$ cat src/rtl/matmul_sequencer.sv
// Control sequencer for an N x N matrix product on a single shared MAC datapath:
// issues operand reads, drives the datapath enables, writes each C element and tracks overflow.
module matmul_sequencer #(
  parameter int MAT_DIM    = 4,
  parameter int IDX_WIDTH  = 2,
  parameter int ADDR_WIDTH = 4
) (
  input  logic                  clk,
  input  logic                  reset_n,
  input  logic                  start,
  output logic                  busy,
  output logic                  done,
  output logic                  rd_en,
  output logic [ADDR_WIDTH-1:0] addr_A,
  output logic [ADDR_WIDTH-1:0] addr_B,
  output logic                  en_Mux,
  output logic                  en_PPReg,
  output logic                  en_FDReg,
  input  logic                  resultIsInvalid,
  output logic                  wr_en,
  output logic [ADDR_WIDTH-1:0] wr_addr,
  output logic                  overflow
);

  localparam logic [IDX_WIDTH-1:0] LAST_IDX = IDX_WIDTH'(MAT_DIM - 1);

  typedef enum logic [1:0] {S_IDLE, S_ISSUE, S_DRAIN, S_DONE} state_t;

  state_t               state, state_d;
  logic [IDX_WIDTH-1:0] row_p0, col_p0, k_p0;
  logic [IDX_WIDTH-1:0] row_d, col_d, k_d;
  logic [IDX_WIDTH-1:0] row_p1, col_p1;
  logic                 drain_p0, drain_d;
  logic                 issue_d, busy_d, done_d, clr_ovf;

  function automatic logic [ADDR_WIDTH-1:0] flat_addr(input logic [IDX_WIDTH-1:0] major,
                                                      input logic [IDX_WIDTH-1:0] minor);
    return ADDR_WIDTH'(32'(major) * 32'(MAT_DIM) + 32'(minor));
  endfunction

  always_comb begin
    state_d  = state;
    row_d    = row_p0;
    col_d    = col_p0;
    k_d      = k_p0;
    drain_d  = drain_p0;
    issue_d  = 1'b0;
    busy_d   = busy;
    done_d   = 1'b0;
    clr_ovf  = 1'b0;
    case (state)
      S_IDLE: begin
        if (start) begin
          state_d = S_ISSUE;
          row_d   = '0;
          col_d   = '0;
          k_d     = '0;
          issue_d = 1'b1;
          busy_d  = 1'b1;
          clr_ovf = 1'b1;
        end
      end
      S_ISSUE: begin
        // Counters name the step presented this cycle; the last step stops issuing.
        if (row_p0 == LAST_IDX && col_p0 == LAST_IDX && k_p0 == LAST_IDX) begin
          state_d = S_DRAIN;
          drain_d = 1'b0;
        end else begin
          issue_d = 1'b1;
          if (k_p0 == LAST_IDX) begin
            k_d = '0;
            if (col_p0 == LAST_IDX) begin
              col_d = '0;
              row_d = row_p0 + 1'b1;
            end else begin
              col_d = col_p0 + 1'b1;
            end
          end else begin
            k_d = k_p0 + 1'b1;
          end
        end
      end
      S_DRAIN: begin
        if (drain_p0) begin
          state_d = S_DONE;
          busy_d  = 1'b0;
          done_d  = 1'b1;
        end else begin
          drain_d = 1'b1;
        end
      end
      S_DONE: begin
        state_d = S_IDLE;
      end
      default: begin
        state_d = S_IDLE;
      end
    endcase
  end

  // Stage 0: issue (FSM, loop counters, operand read addresses)
  always_ff @(posedge clk or negedge reset_n) begin
    if (!reset_n) begin
      state    <= S_IDLE;
      row_p0   <= '0;
      col_p0   <= '0;
      k_p0     <= '0;
      drain_p0 <= 1'b0;
      busy     <= 1'b0;
      done     <= 1'b0;
      rd_en    <= 1'b0;
      addr_A   <= '0;
      addr_B   <= '0;
    end else begin
      state    <= state_d;
      row_p0   <= row_d;
      col_p0   <= col_d;
      k_p0     <= k_d;
      drain_p0 <= drain_d;
      busy     <= busy_d;
      done     <= done_d;
      rd_en    <= issue_d;
      addr_A   <= flat_addr(row_d, k_d);
      addr_B   <= flat_addr(k_d, col_d);
    end
  end

  // Stage 1: compute (operands arrive from RAM, MAC enables)
  always_ff @(posedge clk or negedge reset_n) begin
    if (!reset_n) begin
      en_PPReg <= 1'b0;
      en_Mux   <= 1'b0;
      en_FDReg <= 1'b0;
      row_p1   <= '0;
      col_p1   <= '0;
    end else begin
      en_PPReg <= rd_en;
      en_Mux   <= rd_en && (k_p0 != '0);
      en_FDReg <= rd_en && (k_p0 == LAST_IDX);
      row_p1   <= row_p0;
      col_p1   <= col_p0;
    end
  end

  // Stage 2: result write and sticky overflow collection
  always_ff @(posedge clk or negedge reset_n) begin
    if (!reset_n) begin
      wr_en    <= 1'b0;
      wr_addr  <= '0;
      overflow <= 1'b0;
    end else begin
      wr_en <= en_FDReg;
      if (en_FDReg) begin
        wr_addr <= flat_addr(row_p1, col_p1);
      end
      if (clr_ovf) begin
        overflow <= 1'b0;
      end else if (wr_en) begin
        overflow <= overflow | resultIsInvalid;
      end
    end
  end

endmodule

$ cat config.mk
export PLATFORM = sky130hd
export DESIGN_NAME = matmul_sequencer
export DESIGN_NICKNAME = d
export VERILOG_FILES = /design/src/rtl/matmul_sequencer.sv
export SDC_FILE = /design/constraint.sdc
export NUM_CORES = 1
export LEC_CHECK = 0
export CAP_MARGIN = 20
export CORE_MARGIN = 1.5
export CORE_UTILIZATION = 42
export DETAILED_ROUTE_END_ITERATION = 16
export PLACE_DENSITY = 0.68
export SYNTH_ARGS = -nofsm -noshare
export SYNTH_HDL_FRONTEND = slang
export SYNTH_SLANG_ARGS = --single-unit
$ cat constraint.sdc
create_clock -name clk -period 2.6 [get_ports clk]
set_input_delay 0.39 -clock clk [delete_from_list [all_inputs] [get_ports clk]]
set_output_delay 0.39 -clock clk [all_outputs]
set_load 0.05 [all_outputs]
==> flow_metrics.env <==
export IMPL_cp_max_fo=7
export IMPL_grt_pass1_wl_mm=3.077
export IMPL_initialDrtViolationCount=7
export IMPL_r2r_slack_ns=0.79
export IMPL_tightest_slew_ns=0.4772
export IMPL_dp_hpwl_mm=1.366
export IMPL_ctsHoldBuffers=0
export IMPL_start_kind="flip-flop"
export IMPL_fin_hold_ws_ns=0.3969
export IMPL_synth_cell_types=28
export IMPL_outcome="complete, no violations"
export IMPL_cts_resized=0
export IMPL_cts_buffers=3
export IMPL_fin_ws_ns=0.5358
export IMPL_cp_buffers_inverters=1
export IMPL_synth_avg_cell_area_um2=12.55
export IMPL_cts_root_buf="clkbuf_4"
export IMPL_drive_gt1_frac=0.1140
export IMPL_required_ns=2.21
export IMPL_nFillCells=218
export IMPL_async_flop_share=1.000
export IMPL_place_gp_congestion=0.7340
export IMPL_routed_via_density=5.229
export IMPL_antenna_found_initial=0
export IMPL_postRouteWirelength_mm=1.877
export IMPL_hold_path_class="primary input to async pin"
export IMPL_post_place_ws_ns=0.6515
export IMPL_placed_area_mm2=0.001376
export IMPL_synthFlopType="dfrtp_1"
export IMPL_yosys_warnings=0
export IMPL_grt_usage=0.1487
export IMPL_die_w_um=54.58
export IMPL_core_area_mm2=0.002500
export IMPL_boundaryPins=24
export IMPL_h_tree_depth=1
export IMPL_cap_violations=0
export IMPL_cts_tree="done"
export IMPL_cp_slowest_stage_delay_ns=0.85
export IMPL_dr_total_vias=753
export IMPL_setup_viol_count_final=0
export IMPL_ir_worst_vdd_mv=0.9142
export IMPL_fp_dieH_um=54.58
export IMPL_synthesis_nets=102
export IMPL_area_growth_pct=25.87
export IMPL_wl_per_cell_um=13.03
export IMPL_cp_num_cells=1
export IMPL_tns_ns=0
export IMPL_start_util=0.4469
export IMPL_drc_errors=0
export IMPL_post_cts_buffers=0
export IMPL_drt_pass1_iterations=4
export IMPL_crit_slowest_cell="clkdlybuf4s50_1"
export IMPL_cp_end_kind="output port"
export IMPL_r2r_cells=5
export IMPL_port_buffers=23
export IMPL_relSlewSlack=0.6727
export IMPL_fmax_ghz=0.4844
export IMPL_period_minus_slack_ns=2.064
export IMPL_cts_sinks=25
export IMPL_syn_inst=89
export IMPL_rows=18
export IMPL_ys_ff_latch=25
export IMPL_clkTransAtPathRegs_ns=0.14
export IMPL_netlist_area_mm2=0.001117
export IMPL_grt_pass1_vias=705
export IMPL_grt_max_degree=26
export IMPL_crit_family="buffers and inverters"
export IMPL_synth_seq_area_share=0.5599
export IMPL_die_area_mm2=0.002978
export IMPL_layout_nets=128
export IMPL_period_share=0.7939
export IMPL_worstPathArrival_ns=1.67
export IMPL_num_antenna_cells=0
export IMPL_rsz0062_at_grt="no"
export IMPL_hold_violations=0
export IMPL_cp_cell_sequence="clkdlybuf4s50_1"
export IMPL_slew_violations=0
export IMPL_r2r_start="state[1]"
export IMPL_cts_max_path_buffers=2
export IMPL_final_util=0.5626
export IMPL_design_area_mm2=0.001406
export IMPL_insertion_delay_ns=0.33
export IMPL_route_antenna_remaining_nets=0
export IMPL_fin_skew_ns=0.006410
export IMPL_crit_type="flip-flop to output port"
export IMPL_p_leak_nw=0.6454
export IMPL_pwr_density_cell_mw_per_mm2=1360
export IMPL_grt_overflow=0
export IMPL_synth_edff_count=0
[worst max-delay path by stage]
stage	from	endpoint	slack, ns
final	flip-flop	addr_B[0]	0.54
after global placement	start	state[1]	0.69
after detailed placement	start	state[1]	0.65
after CTS	flip-flop	addr_B[0]	0.52
after floorplan	flip-flop	state[1]	0.75
after global routing	flip-flop	addr_B[0]	0.46
[kinds of logic after synthesis]
| family | after synthesis | synth area share |
|---|---|---|
| adder cells (fa/ha/maj) | 9 | 0.1008 |
| buffers and inverters | 11 | 0.04479 |
| AND/OR/NAND/NOR | 18 | 0.08511 |
| flip-flops | 25 | 0.5599 |
| multiplexers | 11 | 0.1053 |
| AO/OA/AOI/OAI | 15 | 0.1042 |
[routing by layer]
metal,track usage,part of all wire,vias up
met5,0,0,-
met4,0.07500,0.026,0
met3,0.03279,0.032,5
met2,0.2309,0.46,16
met1,0.1954,0.48,371
li1,-,-,361
[placed cells by master, fill, tap and decap left out, drive strengths merged]
cell type      count
clkinvlp           1
buf                2
clkdlybuf4s50     23
a311o              1
o2bb2ai            1
ha                 9
nand4              2
a222oi             1
nand2              5
a21oi              4
mux2i              5
nor2               2
clkbuf             3
a2bb2oi            1
o211ai             2
a31oi              1
dfrtp             25
a221o              1
inv                7
and3               1
nor3b              1
a22o               3
and2               4
nand3              1
mux2               6
nor2b              2
[where the power goes]
| part | internal (mW) | total, mW | leakage [nW] | switching [mW] |
|---|---|---|---|---|
| logic | 0.405 | 1.08 | 0.332 | 0.671 |
| registers | 0.539 | 0.657 | 0.299 | 0.119 |
| clock network | 0.0590 | 0.179 | 0.0139 | 0.120 |
| total | 1.00 | 1.91 | 0.645 | 0.910 |
[stage by stage]
step | std cells | power (mW)
floorplan | 89 | 1.430
global placement | 140 | 1.726
detailed placement | 140 | 1.752
CTS | 144 | 1.932
global route | 144 | 2.040
finish | 144 | 1.912
[cell usage after synthesis (4+ instances only)]
master	n	area (um2)
mux2_2	4	45.04
inv_1	5	18.77
mux2i_1	5	50.05
a21oi_1	4	20.02
nand2_1	5	18.77
ha_1	9	112.6
and2_1	4	25.02
dfrtp_1	25	625.6
[cell type report]
cell class	instances	area (um2)	share of cell area
sequential	25	625.6	0.4448
tap	30	37.54	0.02669
clock inverter	1	7.507	0.005338
clock buffer	3	22.52	0.01601
timing repair buffer	25	245.2	0.1744
multi-input combinational	53	441.7	0.3141
inverter	7	26.28	0.01868
(Power assumes the default switching activity.)
